<file path="src/rtl/alu_cmd_sequencer_pkg.sv">
// alu_cmd_sequencer_pkg: state encoding, default error byte and byte-count helper
package alu_cmd_sequencer_pkg;
   localparam logic [2:0] ST_IDLE = 3'd0;
   localparam logic [2:0] ST_ISSUE = 3'd1;
   localparam logic [2:0] ST_WAIT = 3'd2;
   localparam logic [2:0] ST_SEND = 3'd3;
   localparam logic [2:0] ST_ERRS = 3'd4;
   typedef enum logic [2:0] {
      IDLE = ST_IDLE,
      ISSUE = ST_ISSUE,
      WAIT = ST_WAIT,
      SEND = ST_SEND,
      ERRS = ST_ERRS
   } state_t;
   localparam logic [7:0] ERR_CODE_DEF = 8'hEE;
   function automatic int nbytes(input int w);
      return (w + 7) / 8;
   endfunction
endpackage

</file>
<file path="src/rtl/alu_cmd_sequencer_result_byte_serializer.sv">
// alu_cmd_sequencer_result_byte_serializer: holds a captured result and streams it LSB byte first
module alu_cmd_sequencer_result_byte_serializer
   import alu_cmd_sequencer_pkg::*;
#(
   parameter int W = 16
) (
   input  logic         clk,
   input  logic         rst_n,
   input  logic         load,
   input  logic [W-1:0] result,
   input  logic         ready,
   output logic         valid,
   output logic [7:0]   data,
   output logic         last
);
   localparam int NB = nbytes(W);
   localparam int IW = NB > 1 ? $clog2(NB) : 1;
   localparam int PW = 8 * NB;
   logic [PW-1:0] res_q;
   logic [IW-1:0] idx_q;
   logic          busy_q;
   assign valid = busy_q;
   assign last = busy_q & ready & (idx_q == IW'(NB - 1));
   // zero-extended register keeps bits beyond W at 0 in the last byte
   assign data = 8'(res_q >> {idx_q, 3'b000});
   always_ff @(posedge clk or negedge rst_n)
      if (!rst_n) begin
         res_q <= '0;
         idx_q <= '0;
         busy_q <= 1'b0;
      end else if (load) begin
         res_q <= PW'(result);
         idx_q <= '0;
         busy_q <= 1'b1;
      end else if (busy_q & ready) begin
         idx_q <= idx_q + 1'b1;
         busy_q <= ~last;
      end
endmodule

</file>
<file path="src/rtl/alu_cmd_sequencer.sv">
// alu_cmd_sequencer: issues one command to the ALU, waits for its flag and streams the result bytes
module alu_cmd_sequencer
   import alu_cmd_sequencer_pkg::*;
#(
   parameter int         IN_DATA_WIDTH = 16,
   parameter int         OUT_DATA_WIDTH = 16,
   parameter int         FUNC_WIDTH = 4,
   parameter int         TIMEOUT = 15,
   parameter logic [7:0] ERR_CODE = ERR_CODE_DEF
) (
   input  logic                      CLK,
   input  logic                      RST,
   input  logic                      CMD_VALID,
   output logic                      CMD_READY,
   input  logic [FUNC_WIDTH-1:0]     CMD_FUNC,
   input  logic [IN_DATA_WIDTH-1:0]  CMD_A,
   input  logic [IN_DATA_WIDTH-1:0]  CMD_B,
   output logic [IN_DATA_WIDTH-1:0]  ALU_A,
   output logic [IN_DATA_WIDTH-1:0]  ALU_B,
   output logic [FUNC_WIDTH-1:0]     ALU_FUNC,
   output logic                      ALU_EN,
   input  logic [OUT_DATA_WIDTH-1:0] ALU_OUT,
   input  logic                      ALU_OUT_VALID,
   output logic [7:0]                TX_DATA,
   output logic                      TX_VALID,
   input  logic                      TX_READY,
   output logic                      DONE,
   output logic                      ERR
);
   localparam int CW = $clog2(TIMEOUT + 1);
   state_t        state_q, state_d;
   logic [CW-1:0] cnt_q;
   logic          rdy_q, done_q, err_q, accept, timeout;
   logic          ser_valid, ser_last;
   logic [7:0]    ser_data;
   assign accept = CMD_VALID & rdy_q;
   assign timeout = cnt_q == CW'(TIMEOUT - 1);
   always_ff @(posedge CLK or negedge RST)
      if (!RST) state_q <= IDLE;
      else state_q <= state_d;
   // a flag seen in ISSUE is stale, so only WAIT looks at ALU_OUT_VALID
   always_comb begin
      state_d = state_q;
      case (state_q)
         IDLE:    state_d = accept ? ISSUE : IDLE;
         ISSUE:   state_d = WAIT;
         WAIT:    state_d = ALU_OUT_VALID ? SEND : timeout ? ERRS : WAIT;
         SEND:    state_d = ser_last ? IDLE : SEND;
         ERRS:    state_d = TX_READY ? IDLE : ERRS;
         default: state_d = IDLE;
      endcase
   end
   always_ff @(posedge CLK or negedge RST)
      if (!RST) begin
         cnt_q <= '0;
         rdy_q <= 1'b0;
         done_q <= 1'b0;
         err_q <= 1'b0;
         ALU_A <= '0;
         ALU_B <= '0;
         ALU_FUNC <= '0;
      end else begin
         cnt_q <= state_q != WAIT ? '0 : &cnt_q ? cnt_q : cnt_q + 1'b1;
         rdy_q <= state_d == IDLE;
         done_q <= state_q == SEND && ser_last;
         err_q <= state_q == ERRS && TX_READY;
         if (accept) begin
            ALU_A <= CMD_A;
            ALU_B <= CMD_B;
            ALU_FUNC <= CMD_FUNC;
         end
      end
   alu_cmd_sequencer_result_byte_serializer #(.W(OUT_DATA_WIDTH)) u_ser (
      .clk   (CLK),
      .rst_n (RST),
      .load  (state_q == WAIT && ALU_OUT_VALID),
      .result(ALU_OUT),
      .ready (TX_READY),
      .valid (ser_valid),
      .data  (ser_data),
      .last  (ser_last)
   );
   assign CMD_READY = rdy_q;
   assign ALU_EN = state_q == ISSUE;
   assign TX_VALID = ser_valid | (state_q == ERRS);
   assign TX_DATA = state_q == ERRS ? ERR_CODE : ser_data;
   assign DONE = done_q;
   assign ERR = err_q;
endmodule

</file>
<file path="config.mk">
export PLATFORM = sky130hd
export DESIGN_NAME = alu_cmd_sequencer
export DESIGN_NICKNAME = d
export VERILOG_FILES = /design/src/rtl/alu_cmd_sequencer_pkg.sv /design/src/rtl/alu_cmd_sequencer_result_byte_serializer.sv /design/src/rtl/alu_cmd_sequencer.sv
export SDC_FILE = /design/constraint.sdc
export NUM_CORES = 1
export LEC_CHECK = 0
export CAP_MARGIN = 15
export CORE_MARGIN = 2
export CORE_UTILIZATION = 46
export DETAILED_ROUTE_END_ITERATION = 8
export GPL_ROUTABILITY_DRIVEN = 0
export PLACE_DENSITY = 0.93
export SETUP_SLACK_MARGIN = 0.02
export SYNTH_ARGS = -nofsm -noshare
export SYNTH_HDL_FRONTEND = slang
export SYNTH_SLANG_ARGS = --single-unit
</file>
<file path="constraint.sdc">
create_clock -name CLK -period 4.3 [get_ports CLK]
set_input_delay 1.075 -clock CLK [delete_from_list [all_inputs] [get_ports CLK]]
set_output_delay 1.075 -clock CLK [all_outputs]
set_load 0.005 [all_outputs]
</file>
==> results.cfg, run 1 <==
[yosys]
synthAdderAreaFrac_pct = 0.937
synth_top_cell_by_area = dfrtp_1
syn_area_um2 = 2670
synth.net_count = 245
synth_simple_gate_area_share_pct = 6.47
yosys.area.top_type_share_pct = 60.0
syn_avg_cell_area_um2 = 14.4
muxShareOfSynthArea_pct = 26.1
yosysMostFrequentCell = dfrtp_1
yosys-top-cells-count = 64 x dfrtp_1, 44 x mux2_2, 13 x nand2_1
synth_top_family_by_area = multiplexers
synth_flop_cell = dfrtp_1
synth-seq-cells = 64
yosys-top-cells-area = dfrtp_1 60%, mux2_2 19%, mux2_4 4.5%, mux2i_1 3.0%, nand2_1 1.8%
netlist_instances = 186
ys_types = 34
synth-async-reset-ratio_pct = 100
yosys_warnings = 0
synth_compound_area_share_pct = 3.37
synth-edff-count = 0
synthXorXnorAreaFrac_pct = 0.656
seq_area_frac_synth_pct = 60.0

[drt]
routed-wl-met3_um = 492
drt-pass1-iter-count = 4
antenna_left = 0
wl_met1_um = 2390
vias = 1856
drtIter0Drc = 73
wl_met2_um = 2670
routed_wl_um = 5650
wl_per_cell_um = 15.1
drc = 0
routed.top_layer = met4
vias_per_cell = 4.98

[cells_and_area]
fill_cells = 407
n_antenna_cell = 0
fin_nets = 355
area_delta_synth_final_pct = 49.0
stdcell_count = 373
drive_above_1_share_pct = 24.6

[sta]
fmax_mhz = 311
max_slew_margin_pct = 55.9
hold_viol = 0
worstMarginPinSlew_ns = 0.661
rsz0062_at_grt = false
setup-tns-final_ns = 0
fin_crit_ns = 3.21
period_share_pct = 74.8
drv_slew = 0
fin_skew_ns = 0.0106
setup_viol = 0

[pwr]
ir_worst_vdd_mv = 0.378
powerDensity_nw_per_um2 = 697
p_leak_nw = 1.72

[clocking]
hold_buffers = 0
cts_buffer_depth = 2
cts_resized = 0
insertion_delay_ns = 0.33
postCtsSetupRepairBufs = 0
path_clk_slew_ns = 0.06
cts_tree = built
cts.sinks = 64
htreeDepth = 3
cts_root_buf = clkbuf_8
cts_buffers = 9

[setup_path]
cp-start-kind = flip-flop
worstSetupEndpoint = TX_VALID
r2r_start = CMD_READY
critPathKind = reg -> out
required_ns = 3.22
end_kind = output port
r2r_cells = 3
crit_path_start = state_q[1]
worstPathMaxFanout = 10
arrival_ns = 2.14
r2r_slack_ns = 2.71
r2r-end = ALU_A[5]

[global_route]
antenna_found_initial = 0
grt_pass1_vias = 1955
grt_pass1_wl_um = 9000
gr-total-overflow = 0
grt.total_usage_pct = 18.7
grt_max_degree = 35

[flow_run]
cap_violations = 0

[placement]
portBuffers = 105
hpwl_um = 4130
dp_cells = 357

[hold_path]
hold_class = reg -> reg
hold_start = ALU_A[0]

[floorplanning]
rows = 27
core_um2 = 5540
start_util_pct = 48.2
die_h_um = 80.2
ios = 106
die_area_um2 = 6430
chipWidth_um = 80.2

[run_status]
outcome = finished, final reports clean
## layout by cell type (no fill, tap or decap), types with 2 or more instances in the layout
cell	instances
mux2i_1	8
clkdlybuf4s50_1	104
a21oi_1	3
clkinvlp_4	2
nor2_1	10
a211oi_1	2
nand2_1	13
bufinv_16	2
clkbuf_8	10
dfrtp_1	64
mux2_2	44
ha_1	2
mux2_4	8
nand3_1	4
buf_4	2
## where the power goes
part / total (W) / internal [W] / leakage [nW] / switching [W]
clock: 0.000564 / 0.000341 / 0.106 / 0.000222
combinational: 0.00114 / 0.000789 / 0.848 / 0.000348
sequential: 0.00107 / 0.000884 / 0.770 / 0.000190
## critical path, stage by stage, from the launching register on
cell,delay [ns]
dfrtp_1,0.48
nor2_1,0.36
nand2_1,0.28
nand2b_1,0.18
clkdlybuf4s50_1,0.51
## routing by layer
metal | GRT usage (%) | up-vias
met3 | 7.98 | 11
met5 | 0 | -
met4 | 6.10 | 0
met1 | 23.4 | 880
met2 | 29.2 | 88
li1 | - | 877
## how the worst min path moves through the flow
stage / end / slack, ns / cells past startpoint
2_1_floorplan: u_ser.res_q[0] / 0.48 / 1
3_3_place_gp: ALU_FUNC[2] / 0.49 / 1
3_5_place_dp: ALU_A[10] / 0.49 / 1
4_1_cts: ALU_B[12] / 0.51 / 1
5_1_grt: ALU_B[11] / 0.52 / 1
6_report: ALU_A[0] / 0.50 / 1
## cell type report
type / count / area, um^2 / area share (%)
Timing Repair Buffer: 107 / 1060 / 26.7
Multi-Input combinational cell: 113 / 1000 / 25.2
Inverter: 1 / 3.75 / 0.0943
Clock buffer: 11 / 141 / 3.55
Clock inverter: 5 / 80.1 / 2.01
Tap cell: 72 / 90.1 / 2.26
Sequential cell: 64 / 1600 / 40.3
## flip-flops by register name, summed over array words and instances, names as in the netlist
register and cells:
DONE 1, ERR 1, state_q 3, u_ser.res_q 16, ALU_FUNC 4, ALU_B 16
ALU_A 16, cnt_q 4, CMD_READY 1, u_ser.idx_q 1, u_ser.valid 1
## stage by stage
step                      area (um^2)  power [W]  util, %  setup slack [ns]  hold WS, ns
after floorplan                  2670    0.00160        -              2.25        0.480
after global placement           3760    0.00218     67.8              1.47        0.487
after detailed placement         3760    0.00223     67.8              1.49        0.491
after CTS                        3980    0.00280     71.8              1.10        0.507
after global routing             3980    0.00296     71.8             0.968        0.519
final                            3980    0.00278     71.8              1.09        0.504
## kinds of logic after synthesis
family,Yosys count
xor+xnor,2
mux,60
fa+ha+maj,2
flops,64
buf+inv,9
compound gates,13
simple gates,36
Note: power is estimated with default switching activity, not from simulation.
==> run 2, diff against run 1 <==
--- a/config.mk
+++ b/config.mk
@@ -7,10 +7,10 @@
 export LEC_CHECK = 0
 export CAP_MARGIN = 15
 export CORE_MARGIN = 2
-export CORE_UTILIZATION = 46
+export CORE_UTILIZATION = 39
 export DETAILED_ROUTE_END_ITERATION = 8
 export GPL_ROUTABILITY_DRIVEN = 0
-export PLACE_DENSITY = 0.93
+export PLACE_DENSITY = 0.85
 export SETUP_SLACK_MARGIN = 0.02
 export SYNTH_ARGS = -nofsm -noshare
 export SYNTH_HDL_FRONTEND = slang
==> constraint.sdc (replaced) <==
create_clock -name CLK -period 2.9 [get_ports CLK]
set_input_delay 0.725 -clock CLK [delete_from_list [all_inputs] [get_ports CLK]]
set_output_delay 0.725 -clock CLK [all_outputs]
set_load 0.005 [all_outputs]
==> run 2 against run 1 <==
Via count shrank 1.8%. First-iteration DRC count shrank 59%. Utilization shrank 13 points. Worst hold slack lost 0.067 ns. Non-clock buffer count is the same. Clock power grew 3.9%. Clock skew shrank 0.0038 ns. Highest routed layer unchanged. Clock-buffer cell count is the same. Critical path type unchanged. Register-to-register slack lost 1.4 ns. Final cell count grew 1.3%.
==> results.cfg, run 2 (synthesized netlist as in run 1, its figures left out) <==
[placement]
portBuffers = 105
hpwl_um = 4000
dp_cells = 365
pre_cts_slack_ns = 0.463

[cells_and_area]
stdcell_count = 378
drive_above_1_share_pct = 23.8
final_cell_mix = 104 x clkdlybuf4s50_1, 64 x dfrtp_1, 44 x mux2_2
layout_commonest_cell = clkdlybuf4s50_1
area_delta_synth_final_pct = 47.4
fill_cells = 558
fin_nets = 355
top_regs = ALU_A (16), ALU_B (16), u_ser.res_q (16)
regArea_um2 = 1600
n_antenna_cell = 0
multi_input_area_um2 = 1000

[sta]
fin_ws_ns = 0.181
period_share_pct = 93.8
hold_ws_ns = 0.437
worstMarginPinSlew_ns = 0.685
setup-tns-final_ns = 0
max_slew_margin_pct = 54.3
fmax_mhz = 368
rsz0062_at_grt = false
fin_crit_ns = 2.72
setup_viol = 0
fin_skew_ns = 0.00678
hold_viol = 0
drv_slew = 0

[clocking]
hold_buffers = 0
cts_buffer_depth = 2
path_clk_slew_ns = 0.07
htreeDepth = 3
cts_root_buf = clkbuf_8
cts.sinks = 64
insertion_delay_ns = 0.32
cts_buffers = 9
cts_tree = built

[global_route]
grt.total_usage_pct = 15.0
grt_pass1_vias = 1837
use_met2_pct = 23.3
gr-usage-met1_pct = 19.7
gr-total-overflow = 0
grt_busiest_layer = met2
grt_max_degree = 37
grt_use_met3_pct = 5.14
antenna_found_initial = 0
grt_pass1_wl_um = 8650

[pwr]
clkPwrFrac_pct = 15.1
p_seq_share_pct = 41.1
switching_share_pct = 28.0
p_leak_nw = 1.70
power.internal_w = 0.00278
ir_worst_vdd_mv = 0.544
finalPower_w = 0.00387
powerDensity_nw_per_um2 = 983
p_switching_w = 0.00108
combPwrFrac_pct = 43.8

[setup_path]
cp_slowest_cell = dfrtp_1
worstPathMaxFanout = 12
crit_chain = mux2i_1 -> a21oi_1 -> clkdlybuf4s50_1
r2r-end = u_ser.res_q[11]
required_ns = 2.17
end_kind = output port
slowest_delay_ns = 0.71
r2r_cells = 3
cp-start-kind = flip-flop
critPathKind = reg -> out
arrival_ns = 1.99
r2r_slack_ns = 1.35
r2r_start = state_q[2]

[floorplanning]
ios = 106
rows = 30
chipWidth_um = 86.7
die_area_um2 = 7520
core_um2 = 6720
start_util_pct = 39.7
die_h_um = 86.7

[flow_run]
cap_violations = 0

[drt]
routed_wl_um = 5450
antenna_left = 0
vias = 1822
wl_per_cell_um = 14.4
drc = 0
drtIter0Drc = 30
vias_per_cell = 4.82
drt-pass1-iter-count = 4

[run_status]
outcome = finished, final reports clean

[hold_path]
hold_class = in -> async
-- run 2: power groups by stage --
stage               clock (W)  combinational (W)  sequential (W)
finish               0.000586            0.00169         0.00159
global route         0.000659            0.00183         0.00164
global placement            0            0.00167         0.00158
detailed placement          0            0.00172         0.00160
CTS                  0.000614            0.00172         0.00159
floorplan                   0           0.000821         0.00154
-- run 2: final cells by class --
| type | instances | share of cell area [%] |
|---|---|---|
| Clock buffer | 11 | 3.34 |
| Clock inverter | 2 | 0.254 |
| Inverter | 1 | 0.0954 |
| Multi-Input combinational cell | 113 | 25.5 |
| Sequential cell | 64 | 40.7 |
| Tap cell | 80 | 2.54 |
| Timing Repair Buffer | 107 | 27.6 |
-- run 2: timing repair --
item,4_1_cts,5_1_grt
setup endpoints to repair,0,3
gates resized for setup,0,1
setup buffers,0,0
-- run 2: worst max path at each step --
| stage | endpoint | cells past startpoint | slack (ns) | start |
|---|---|---|---|---|
| 4_1_cts | TX_VALID | 4 | 0.10 | state_q[1] |
| 6_report | TX_DATA[4] | 3 | 0.18 | u_ser.idx_q |
| 5_1_grt | TX_DATA[4] | 3 | 0.1 | u_ser.idx_q |
| 3_5_place_dp | TX_VALID | 4 | 0.46 | state_q[1] |
| 2_1_floorplan | TX_VALID | 4 | 1.20 | state_q[1] |
| 3_3_place_gp | TX_VALID | 4 | 0.57 | state_q[1] |
-- run 2: stage by stage --
step           cell area (um^2)  util (%)
6_report                   3940      58.6
5_1_grt                    3940      58.6
3_3_place_gp               3790      56.4
4_1_cts                    3930      58.5
3_5_place_dp               3790      56.4
2_1_floorplan              2670         -
-- run 2: metal layers --
| metal | vias up | wire [um] |
|---|---|---|
| met5 | - | 0 |
| met4 | 0 | 30 |
| met3 | 3 | 434 |
| met2 | 75 | 2480 |
| met1 | 867 | 2500 |
| li1 | 877 | - |
-- run 2: critical path, delay by kind of cell, from the launching register on --
kind            cells  cell delay, ns
mux                 1            0.19
flops               1            0.71
buf+inv             1            0.54
compound gates      1            0.23
==> patch 1, RTL diff (flow settings as in run 2) <==
Change the parameter `IN_DATA_WIDTH` from 16 to 24.
--- a/src/rtl/alu_cmd_sequencer.sv
+++ b/src/rtl/alu_cmd_sequencer.sv
@@ -4,3 +4,3 @@
 #(
-   parameter int         IN_DATA_WIDTH = 16,
+   parameter int         IN_DATA_WIDTH = 24,
    parameter int         OUT_DATA_WIDTH = 16,
Interface: changed (resized ALU_A, ALU_B, CMD_A and CMD_B); port bits go from 106 to 138. No check against the original RTL was run, so the function may have changed too.
==> patch 1 against run 2 <==
- area after synthesis rose by 22%
- sequential cell count rose by 16
- final area rose by 24%
- critical path type unchanged
- worst setup slack improved by 0.075 ns
- power rose by 25%
- final cell count rose by 24%
- largest power group unchanged
- non-clock buffer count rose by 31
- wire length rose by 29%
- first-iteration DRC count rose by 20%
==> patch 1: results (changes against run 2) <==
Seq/Total Area, Yosys=0.6140 (+0.01416); drt first-iter violations=36 (+20%); status=finished, final reports clean; CP arrival=1.92 ns (-0.07 ns); Clock power frac=0.154 (+0.003); Mean Syn Cell Area=14.82 µm² (+3.2%); FF+latch count=80 (+25%); Fin Setup TNS=0 ns (unchanged); number of non-clock buffers in the layout=138 (+29%); NonClk Buf Share=0.2839 (+0.007982); share of layout cells above drive strength 1=0.2507 (+0.01243); Worst Setup SP=state_q[1]; total track usage=0.1541 (+0.003684); Max VDD drop=0.4510 mV (-17%); vias in the first global route=2,196 (+20%); largest net degree at the start of global routing=81 (+120%); DPL Wire Length=5060 µm (+27%); final WL=7028 µm (+29%); total power draw=4.819 mW (+25%); max_cap viols=0 (unchanged); post-DR vias/cell=4.763 (-1.2%); Leak Pwr=2.093 nW (+23%); Clock transition at path regs=0.07 ns (about the same); Regs by FF count=ALU_A (24), ALU_B (24), u_ser.res_q (16); Top Family by Delay on Critical Path=simple AND/OR/NAND/NOR gates; Net Count, Synth=295 (+20%); fraction of standard cell area in multi-input logic=0.2425 (-0.01247); Clk Latency, worst-skew pair=0.33 ns; ClkCell Share=0.03683 (+0.0009100); Multi-input gate area=1186 µm² (+18%); synth cell count leaders=dfrtp_1 (80), mux2_2 (60), nand2_1 (13), nor2_1 (10); multi-input logic cell count=129 (+14%); Logic pwr share=0.436 (-0.002); Layout fillers=653 (+17%); worst r2r dst=u_ser.res_q[1]; Worst Hold Class=flip-flop to flip-flop; Syn. warnings=0 (unchanged); Slowest Stage Delay on Critical Path=0.51 ns (-0.20 ns); internal power=3.482 mW (+25%); crit-path max FO=10 (-2); hold_ws=0.5052 ns (+0.06832 ns); Nets=434 (+22%); Worst-Margin Slew=0.9691 ns (+0.2840 ns); Seq area share=0.4092 (+0.002341); Post-Place Cell Area=4710 µm² (+24%); crit path to=TX_VALID; clk buf depth=2 (unchanged); ant diodes=0 (unchanged); Detailed Routing Iterations Pass 1=6 (+2); Fin Clk Skew=0.009994 ns (+0.003210 ns); Synth area leaders=dfrtp_1 (61%), mux2_2 (21%), mux2_4 (3.7%); Buffers on Ports=137 (+30%); Clock Tree Root=clkbuf_8; first-pass GRT wire length=10,650 µm (+23%); slowest CP cell=clkdlybuf4s50_1; Async SR Flop Fraction=1.000 (unchanged)
==> patch 1: cell types whose count changed after synthesis, sizes merged <==
cell   before  now
dfrtp      64   80
mux2       52   68
buf         8   10
==> patch 1: per-stage QoR <==
step / instances / worst slack, ns
finish: 468 / 0.2565
global route: 468 / 0.1164
CTS: 468 / 0.1402
detailed placement: 453 / 0.5160
global placement: 453 / 0.5775
floorplan: 220 / 1.199
==> patch 1: cells by family (layout without fill, tap and decap cells) <==
family,Yosys count,count (layout),synth area share
buffers and inverters,11,154,0.02379
AO/OA/AOI/OAI,13,13,0.02763
flip-flops,80,80,0.6140
XOR/XNOR,2,2,0.005373
multiplexers,76,76,0.2686
adder cells (fa/ha/maj),2,2,0.007673
AND/OR/NAND/NOR,36,36,0.05296
==> patch 1: routing by layer <==
metal / part of all wire / global-route usage / vias to the layer above
met3: 0.072 / 0.04111 / 4
met2: 0.50 / 0.2506 / 87
met4: 0.0057 / 0.06310 / 0
met1: 0.42 / 0.1960 / 1087
li1: - / - / 1051
met5: 0 / 0 / -
==> patch 2, RTL diff (flow settings as in run 2) <==
Without the edit above. Put one more register stage on the output `ERR`, without a reset. The value now appears one clock later. The other outputs are not delayed to match.
--- a/src/rtl/alu_cmd_sequencer.sv
+++ b/src/rtl/alu_cmd_sequencer.sv
@@ -87,3 +87,5 @@
    assign DONE = done_q;
-   assign ERR = err_q;
+   always_ff @(posedge CLK) begin
+      ERR <= err_q;
+   end
 endmodule
Check against the original RTL: no difference found for any inputs over 10 cycles, from zero or initial values and one cycle with RST low; that may be too few to reach the edited logic, so the function may still have changed.
==> patch 2 against run 2 <==
- clock skew shrank 0.0036 ns
- area after synthesis grew 0.75%
- first-iteration DRC count grew to 3.6 times the old value
- sequential cell count grew 1
- clock power grew 38%
- final area grew 1.9%
- worst setup slack gained 0.053 ns
- wire length grew 3.4%
- power grew 5.9%
- critical path type unchanged
- critical endpoint is now TX_DATA[0]
==> patch 2: results (changes against run 2) <==
Seq/Total Area, Yosys=0.6028 (+0.002978); Async SR Flop Fraction=0.9846 (-0.01538); Fin Clk Skew=0.003153 ns (-0.003631 ns); DR vias=1,874 (+2.9%); postcts setup bufs=0 (unchanged); first-pass GRT wire length=8811 µm (+1.9%); worst r2r dst=u_ser.res_q[14]; crit-path max FO=12 (unchanged); Post-Place Cell Area=3795 µm² (about the same); drt first-iter violations=107 (+260%); Detailed Routing Iterations Pass 1=5 (+1); Rel. slew slack=0.5753 (+0.03202); total track usage=0.1544 (+0.003969); Nets=357 (+0.56%); CP arrival=1.94 ns (-0.05 ns); Netlist Area Pre-Place=2690 µm² (+0.75%); number of cells on the worst reg-to-reg path=3 (unchanged); status=finished, final reports clean; DPL Wire Length=4053 µm (+1.4%); Synth area leaders=dfrtp_1 (60%), mux2_2 (18%), mux2_4 (4.5%); post-synthesis cell type count=35 (+2.9%); Max VDD drop=0.5041 mV (-7.4%); WL/cell=14.75 µm (+2.4%); share of layout cells above drive strength 1=0.2517 (+0.01340); Leak Pwr=1.744 nW (+2.3%)
[patch 2: layout make-up]
class | count | area [µm²]
Multi-Input combinational cell | 113 | 1003
Timing Repair Buffer | 108 | 1069
Inverter | 1 | 3.754
Clock buffer | 13 | 178.9
Tap cell | 80 | 100.1
Sequential cell | 65 | 1622
Clock inverter | 2 | 35.03
Fill cell | 547 | 2708
[patch 2: metal layers]
metal	vias to the layer above	global-route usage	wire, µm
li1	878	-	-
met3	7	0.06351	415
met1	923	0.1860	2361
met2	66	0.2422	2777
met4	0	0.06960	79
met5	-	0	0
[patch 2: worst max-delay path by stage]
| stage | end | cells after the start | slack, ns |
|---|---|---|---|
| 2_1_floorplan | TX_VALID | 4 | 1.20 |
| 3_3_place_gp | TX_VALID | 4 | 0.58 |
| 3_5_place_dp | TX_VALID | 4 | 0.52 |
| 4_1_cts | TX_VALID | 4 | 0.14 |
| 5_1_grt | TX_DATA[2] | 4 | 0.11 |
| 6_report | TX_DATA[0] | 3 | 0.23 |
[patch 2: logic make-up after synthesis]
logic type,share of synthesized area
AO/OA/AOI/OAI,0.03349
XOR/XNOR,0.006513
adder cells (fa/ha/maj),0.009301
buffers and inverters,0.02511
flip-flops,0.6028
multiplexers,0.2586
AND/OR/NAND/NOR,0.06420
[patch 2: stage by stage]
step	hold slack (ns)	util	std cells	setup WS, ns
floorplan	0.3242	-	187	1.199
global placement	0.3278	0.5648	367	0.5761
detailed placement	0.3269	0.5648	367	0.5150
CTS	0.3432	0.5966	382	0.1365
global route	0.3571	0.5970	382	0.1052
finish	0.3418	0.5970	382	0.2339
[patch 2: what timing repair did]
action                     CTS  global route
setup endpoints to repair    0             2
hold buffers                 0             0
resized for setup            0             1
[patch 2: report_power, final]
group / switching (mW) / internal (mW)
registers: 0.278 / 1.33
clock network: 0.323 / 0.485
logic: 0.513 / 1.17
[patch 2: worst max-delay path, cell delays in order, from the launching register on]
cell,delay (ns)
dfrtp_1,0.74
mux2i_1,0.17
a21oi_1,0.17
clkdlybuf4s50_1,0.52
